===== config.mk =====
export PLATFORM = sky130hd
export DESIGN_NAME = arb_mux_4
export DESIGN_NICKNAME = d
export VERILOG_FILES = /design/src/rtl/arb_mux_4_pkg.sv /design/src/rtl/mux_4_1.sv /design/src/rtl/rr_grant_4.sv /design/src/rtl/arb_mux_4.sv
export SDC_FILE = /design/constraint.sdc
export NUM_CORES = 1
export LEC_CHECK = 0
export ABC_AREA = 1
export CAP_MARGIN = 20
export CORE_AREA = 2 2 46 48
export CTS_CLUSTER_SIZE = 10
export DETAILED_ROUTE_END_ITERATION = 12
export DIE_AREA = 0 0 48 50
export PLACE_DENSITY = 0.69
export SKIP_CTS_REPAIR_TIMING = 1
export SYNTH_ARGS = -nofsm -noshare
export SYNTH_HDL_FRONTEND = slang
export SYNTH_SLANG_ARGS = --single-unit

===== constraint.sdc =====
create_clock -name clk -period 1.3 [get_ports clk]
set_clock_uncertainty 0.15 [all_clocks]
set_input_delay 0.325 -clock clk [delete_from_list [all_inputs] [get_ports clk]]
set_output_delay 0.325 -clock clk [all_outputs]
set_load 0.05 [all_outputs]

===== src/rtl/arb_mux_4_pkg.sv =====
// arb_mux_4_pkg: shared constants and types for the 4-channel arbitrated mux.
//   N_CH     : number of input channels
//   ch_idx_t : channel index type
package arb_mux_4_pkg;
    localparam int N_CH = 4;
    typedef logic [1:0] ch_idx_t;
endpackage


===== src/rtl/mux_4_1.sv =====
// mux_4_1: plain combinational 4:1 multiplexer.
//   d0_i..d3_i : data inputs (W bits)
//   sel_i      : select index
//   y_o        : selected data
module mux_4_1 #(
    parameter int W = 4
) (
    input  logic [W-1:0] d0_i,
    input  logic [W-1:0] d1_i,
    input  logic [W-1:0] d2_i,
    input  logic [W-1:0] d3_i,
    input  logic [1:0]   sel_i,
    output logic [W-1:0] y_o
);
    always_comb
        y_o = sel_i[1] ? (sel_i[0] ? d3_i : d2_i) : (sel_i[0] ? d1_i : d0_i);
endmodule


===== src/rtl/rr_grant_4.sv =====
// rr_grant_4: combinational grant picking the first requester at or after ptr.
//   in_valid : per-channel requests
//   ptr      : highest-priority channel this cycle
//   grant    : one-hot grant (zero when nothing requests)
//   idx      : granted channel index
//   any      : at least one request present
module rr_grant_4
    import arb_mux_4_pkg::*;
(
    input  logic [N_CH-1:0] in_valid,
    input  ch_idx_t         ptr,
    output logic [N_CH-1:0] grant,
    output ch_idx_t         idx,
    output logic            any
);
    logic [N_CH-1:0] rot;
    ch_idx_t         off;
    always_comb begin
        // rot[k] is the request of channel ptr+k, so the scan always starts at rot[0]
        for (int k = 0; k < N_CH; k++)
            rot[k] = in_valid[ch_idx_t'(int'(ptr) + k)];
        off = rot[0] ? 2'd0 : rot[1] ? 2'd1 : rot[2] ? 2'd2 : 2'd3;
        idx = off + ptr;
        any = |in_valid;
        grant = '0;
        grant[idx] = any;
    end
endmodule


===== src/rtl/arb_mux_4.sv =====
// arb_mux_4: 4-channel valid/ready arbiter feeding one registered output word.
//   clk, rst_n        : clock, synchronous active-low reset
//   in_valid/in_ready : per-channel handshake
//   d0..d3            : channel data (W bits)
//   out_valid/out_ready, y, sel : registered output word and its source channel
// Macro ARB_MUX_4_RR_EN: defined -> round-robin; undefined -> fixed priority (ch0 highest).
module arb_mux_4
    import arb_mux_4_pkg::*;
#(
    parameter int W = 4
) (
    input  logic            clk,
    input  logic            rst_n,
    input  logic [N_CH-1:0] in_valid,
    output logic [N_CH-1:0] in_ready,
    input  logic [W-1:0]    d0,
    input  logic [W-1:0]    d1,
    input  logic [W-1:0]    d2,
    input  logic [W-1:0]    d3,
    output logic            out_valid,
    input  logic            out_ready,
    output logic [W-1:0]    y,
    output logic [1:0]      sel
);
    logic            load_en;
    logic            ld;
    logic            any;
    logic [N_CH-1:0] grant;
    ch_idx_t         gidx;
    ch_idx_t         ptr;
    logic [W-1:0]    d_sel;
    logic            out_valid_q, out_valid_d;
    logic [W-1:0]    y_q, y_d;
    ch_idx_t         sel_q, sel_d;
`ifdef ARB_MUX_4_RR_EN
    ch_idx_t         ptr_q, ptr_d;
    assign ptr = ptr_q;
`else
    assign ptr = '0;
`endif
    rr_grant_4 u_grant (
        .in_valid (in_valid),
        .ptr      (ptr),
        .grant    (grant),
        .idx      (gidx),
        .any      (any)
    );
    mux_4_1 #(.W(W)) u_mux (
        .d0_i  (d0),
        .d1_i  (d1),
        .d2_i  (d2),
        .d3_i  (d3),
        .sel_i (gidx),
        .y_o   (d_sel)
    );
    always_comb begin
        load_en = !out_valid_q || out_ready;
        // rst_n gating keeps in_ready low through reset so no channel thinks it was taken
        ld = rst_n && load_en && any;
        in_ready = (rst_n && load_en) ? grant : '0;
        out_valid_d = ld || (out_valid_q && !out_ready);
        y_d = ld ? d_sel : y_q;
        sel_d = ld ? gidx : sel_q;
`ifdef ARB_MUX_4_RR_EN
        ptr_d = ld ? gidx + 2'd1 : ptr_q;
`endif
    end
    always_ff @(posedge clk) begin
        if (!rst_n) begin
            out_valid_q <= 1'b0;
            y_q <= '0;
            sel_q <= '0;
`ifdef ARB_MUX_4_RR_EN
            ptr_q <= '0;
`endif
        end else begin
            out_valid_q <= out_valid_d;
            y_q <= y_d;
            sel_q <= sel_d;
`ifdef ARB_MUX_4_RR_EN
            ptr_q <= ptr_d;
`endif
        end
    end
    assign out_valid = out_valid_q;
    assign y = y_q;
    assign sel = sel_q;
endmodule


==> results.yml, run 1 <==
finish:
  nets: 169
  antennaDiodeCount: 0
  drive_gt1_share_pct: 36.6
  area_growth_pct: 125
min_path:
  holdCritPathClass: "input pin to flip-flop"
  min_from: "in_valid[0]"
synthesis:
  ys_types: 17
  avgSynthCellArea_um2: 5.91
  syn_inst: 93
  synth_top_family_by_area: "simple AND/OR/NAND/NOR gates"
  syn_nets: 116
  ys_warn_count: 0
  synth-seq-cells: 7
  yosysSeqAreaShare_pct: 25.5
  syn_area_um2: 549
  synthAdderAreaFrac_pct: 0
  synthMuxAreaShare_pct: 0
  yosys.area_share.simple_pct: 59.0
  synth_xor_area_share_pct: 0
  synth_compound_area_share_pct: 1.82
setup_path:
  regToRegStartpoint: "out_valid"
  required_ps: 820
  crit_type: "flip-flop to output port"
  cp-end-kind: "output port"
  cp-start-kind: "flip-flop"
  crit_fanout: 5
  worstSetupStartpoint: "out_valid"
  crit_arrival_ps: 1180
pwr:
  p_sw_mw: 0.337
  p_int_mw: 0.597
  swShare_pct: 36.1
  p_leak_nw: 0.643
  p_per_area_nw_per_um2: 755
  p_clk_share_pct: 20.8
  p_comb_share_pct: 51.0
  seq_power_share_pct: 28.2
  max-vdd-ir-drop_mv: 0.456
timing:
  fmax_ghz: 0.606
  rsz0062_at_grt: "yes"
  finalSetupTns_ps: -1250
  min_period_over_period_pct: 127
  setup_slack_ps: -351
  relSlewSlack_pct: 86.8
  slew_viol_final: 0
  setup_viol: 5
  period_minus_slack_ps: 1650
  worst_pin_slew_ps: 197
  report.final.hold_viol_count: 0
floorplanning:
  die_w_um: 48
  dieArea_um2: 2400
  io_pins: 34
  core_area_um2: 1900
  die_height_um: 50
  initial_core_util_pct: 28.9
  num_rows: 16
global_routing:
  grt_max_degree: 10
  grt_pass1_wl_um: 2790
  grt_use_total_pct: 16.0
  grt_pass1_vias: 733
  antenna_found_initial: 0
  gr-total-overflow: 0
routing:
  wl_um: 1800
  wire_per_inst_um: 10.5
  first_pass_iters: 4
  drtIter0Drc: 15
  drcViolationCount: 0
  vias_per_cell: 4.27
  vias: 734
  antenna_left: 0
job:
  maxCapViolations: 0
run_status:
  status: "finished, violations left"
  violations: "setup timing"
clock_network:
  cts_tree: "done"
  cts_made_buffers: 3
  clockBufferDepth: 2
  htree_num_levels: 1
  cts-root-buf: "clkbuf_4"
  clock_latency_ps: 250
  clk_pin_slew_ps: 50
  cts_sinks: 7
placed_design:
  dp_hpwl_um: 1450
  pre_cts_ws_ps: -630
  place_congestion: 0.854
  portBuffers: 33
per-stage QoR:
step,util [%],area [µm²],instances,hold WS [ps],total power [mW]
floorplan,-,623,93,427,0.484
finish,65.1,1240,172,338,0.934
detailed placement,62.3,1180,166,346,0.736
global route,65.1,1240,172,370,0.992
global placement,62.3,1180,166,340,0.728
CTS,63.7,1210,170,357,0.935
cell usage in the layout (no fill, tap or decap), drive strengths merged:
cell,count
nor3,2
o21ai,2
buf,28
nand2,37
dlymetal6s2s,4
nand3,9
clkdlybuf4s50,16
nor2,15
clkbuf,6
dfxtp,7
inv,15
nand3b,4
power groups by stage:
stage               registers (mW)  clock network (mW)  logic, mW
finish                       0.263               0.195      0.476
global route                 0.265               0.218      0.509
CTS                          0.263               0.202      0.470
detailed placement           0.267                   0      0.469
global placement             0.266                   0      0.462
floorplan                    0.336                   0      0.148
final timing paths:
check	slack (ps)	to	cells past startpoint
setup / recovery	-350	in_ready[2]	4
hold / removal	340	out_valid	7
hold reg to reg	380	sel[0]	2
setup reg to reg	50	y[2]	7
state kept, by name, summed over array words and instances, names as in the netlist:
name / count
y: 4
sel: 2
out_valid: 1
cells in the mapped netlist:
master / instances / share of area (%)
buf_6: 1 / 2.0
dfxtp_1: 7 / 26
nand2_4: 1 / 2.0
clkbuf_2: 1 / 0.91
o21ai_0: 1 / 0.91
nor2_1: 12 / 8.2
nand2_1: 34 / 23
nand3_1: 9 / 8.2
inv_2: 2 / 1.4
nor2_8: 1 / 3.6
inv_4: 1 / 1.1
nand2_2: 2 / 2.3
nor2_4: 2 / 4.1
inv_1: 12 / 8.2
o21ai_1: 1 / 0.91
nand3b_1: 4 / 5.5
nor3_1: 2 / 1.8
critical path, cell delays in order (launching register included):
cell     delay [ps]
dfxtp_4         340
nand2_4          90
nand2_8          80
nor3_4          240
buf_12          170
kinds of logic after synthesis:
group / after synthesis
AND/OR/NAND/NOR: 67
flip-flops: 7
AO/OA/AOI/OAI: 2
buffers and inverters: 17
per-layer routing:
metal	track usage [%]	part of all wire, %	vias up	wire [µm]
li1	-	-	388	-
met1	18.7	40	323	719
met2	27.8	55	23	998
met3	1.47	4.6	0	83
met4	6.76	0	0	0
met5	0	0	-	0
layout make-up:
class / instances / area (µm²)
Multi-Input combinational cell: 69 / 400
Tap cell: 27 / 33.8
Sequential cell: 7 / 144
Inverter: 15 / 61.3
Timing Repair Buffer: 50 / 572
Fill cell: 166 / 664
Clock buffer: 4 / 26.3
Power figures use the tool's default switching activity.
==> run 2: changes to the inputs <==
--- a/config.mk
+++ b/config.mk
@@ -11,8 +11,10 @@
 export CTS_CLUSTER_SIZE = 10
 export DETAILED_ROUTE_END_ITERATION = 12
 export DIE_AREA = 0 0 48 50
+export GPL_TIMING_DRIVEN = 0
 export PLACE_DENSITY = 0.69
 export SKIP_CTS_REPAIR_TIMING = 1
 export SYNTH_ARGS = -nofsm -noshare
 export SYNTH_HDL_FRONTEND = slang
 export SYNTH_SLANG_ARGS = --single-unit
+export TNS_END_PERCENT = 100
==> run 2 against run 1 <==
Net effect: the flow still finishes with violations (setup timing); die area did not move; routed wire length decreased by 10%; combinational power fell by 14%; sequential power fell by 5%; non-clock buffer count decreased by 7; sequential share of layout area grew 1.6 points; sequential cell count unchanged; worst hold slack worse by 150 ps; critical path type unchanged.
==> results.yml, run 2 (same netlist as run 1, synthesis figures left out) <==
placed_design:
  placed_area_um2: 977
  place_congestion: 0.787
  portBuffers: 32
  dp_hpwl_um: 1170
  place_inst: 152
run_status:
  status: "finished, violations left"
  violations: "setup timing"
clock_network:
  htree_num_levels: 1
  clockBufferDepth: 2
  cts_sinks: 7
  clk_pin_slew_ps: 50
  cts_tree: "done"
  cts_made_buffers: 3
  clock_latency_ps: 250
  cts-root-buf: "clkbuf_4"
setup_path:
  cp_slowest_cell: "dfxtp_4"
  rrSetupSlack_ps: -260
  worstSetupStartpoint: "out_valid"
  max_stage_delay_ps: 340
  crit_type: "flip-flop to output port"
  crit_fanout: 5
  worstPathCellList: "nand2_4, nand2_8, nor2_8, inv_4, nor2_4, buf_8"
  path_buf_inv: 2
  cp-start-kind: "flip-flop"
  crit_arrival_ps: 1230
  regToRegStartpoint: "out_valid"
  crit_family: "simple AND/OR/NAND/NOR gates"
  required_ps: 820
  cp-end-kind: "output port"
routing:
  antenna_left: 0
  vias_per_cell: 4.26
  wire_per_inst_um: 9.79
  wl_um: 1620
  first_pass_iters: 4
  drtIter0Drc: 16
  drcViolationCount: 0
  vias: 703
global_routing:
  grt_use_total_pct: 13.2
  grt_pass1_vias: 583
  antenna_found_initial: 0
  grt_max_degree: 11
  grt_pass1_wl_um: 2300
  gr-total-overflow: 0
pwr:
  max-vdd-ir-drop_mv: 0.336
  p_leak_nw: 0.574
  p_per_area_nw_per_um2: 785
finish:
  nets: 162
  layout_commonest_cell: "nand2_1"
  fill_cells: 184
  antennaDiodeCount: 0
  largest_reg_flops: 4
  final_cell_mix: "nand2_1 (31), clkdlybuf4s50_1 (16), inv_1 (10), nor2_1 (10), buf_4 (10)"
  final_cells: 165
  multiInputGateArea_um2: 403
  area_growth_pct: 98.4
  regArea_um2: 144
  fin_area_um2: 1090
  drive_gt1_share_pct: 33.3
  fin_util_pct: 57.3
floorplanning:
  core_area_um2: 1900
  initial_core_util_pct: 28.9
  die_height_um: 50
  io_pins: 34
  die_w_um: 48
  num_rows: 16
  dieArea_um2: 2400
timing:
  fmax_ghz: 0.586
  hold_ws_ps: 187
  period_minus_slack_ps: 1710
  report.final.hold_viol_count: 0
  setup_slack_ps: -408
  min_period_over_period_pct: 131
  setup_viol: 8
  relSlewSlack_pct: 83.8
  slew_viol_final: 0
  rsz0062_at_grt: "yes"
  worst_pin_slew_ps: 242
job:
  maxCapViolations: 0
min_path:
  min_from: "rst_n"
  holdCritPathClass: "input pin to flip-flop"
run 2: cell count changes in the layout (fill, tap and decap cells not counted), sizes merged:
cell,change
buf,-9
clkbuf,+3
dlymetal6s2s,-1
run 2: metal layers:
layer  GRT usage [%]  part of all wire, %  vias to the layer above
li1                -                    -                      375
met1            16.7                   41                      296
met2            20.4                   50                       29
met3            1.47                  7.2                        3
met4            8.11                  1.8                        0
met5               0                    0                        -
run 2: worst reg2reg max path: cells and delay by family, from the launching register on:
| family | cells | cell delay (ps) |
|---|---|---|
| buf+inv | 6 | 500 |
| simple gates | 5 | 470 |
| flops | 1 | 340 |
run 2: area by class of cell:
type                            count  share of cell area, %
Timing Repair Buffer               41                   36.2
Inverter                           15                   5.86
Tap cell                           27                   3.10
Buffer                              2                   2.30
Clock buffer                        4                   2.41
Sequential cell                     7                   13.2
Multi-Input combinational cell     69                   37.0
run 2: report_power, final:
part,internal [mW],leakage [nW],switching (mW)
sequential,0.238,0.0590,0.0116
clock,0.117,0.0150,0.0807
combinational,0.177,0.500,0.231
run 2: stage by stage:
stage               worst slack, ps  TNS [ps]  power, mW
floorplan                      -220      -710      0.484
global placement              -1580    -11230      0.622
detailed placement            -1600    -11460      0.625
CTS                           -1610    -11600      0.824
global route                   -454     -2250      0.911
finish                         -408     -1930      0.855
run 2: path summary, 6_finish.rpt:
path / end / cells past startpoint
max: in_ready[3] / 6
min: out_valid / 3
max reg2reg: y[3] / 11
min reg2reg: sel[0] / 2
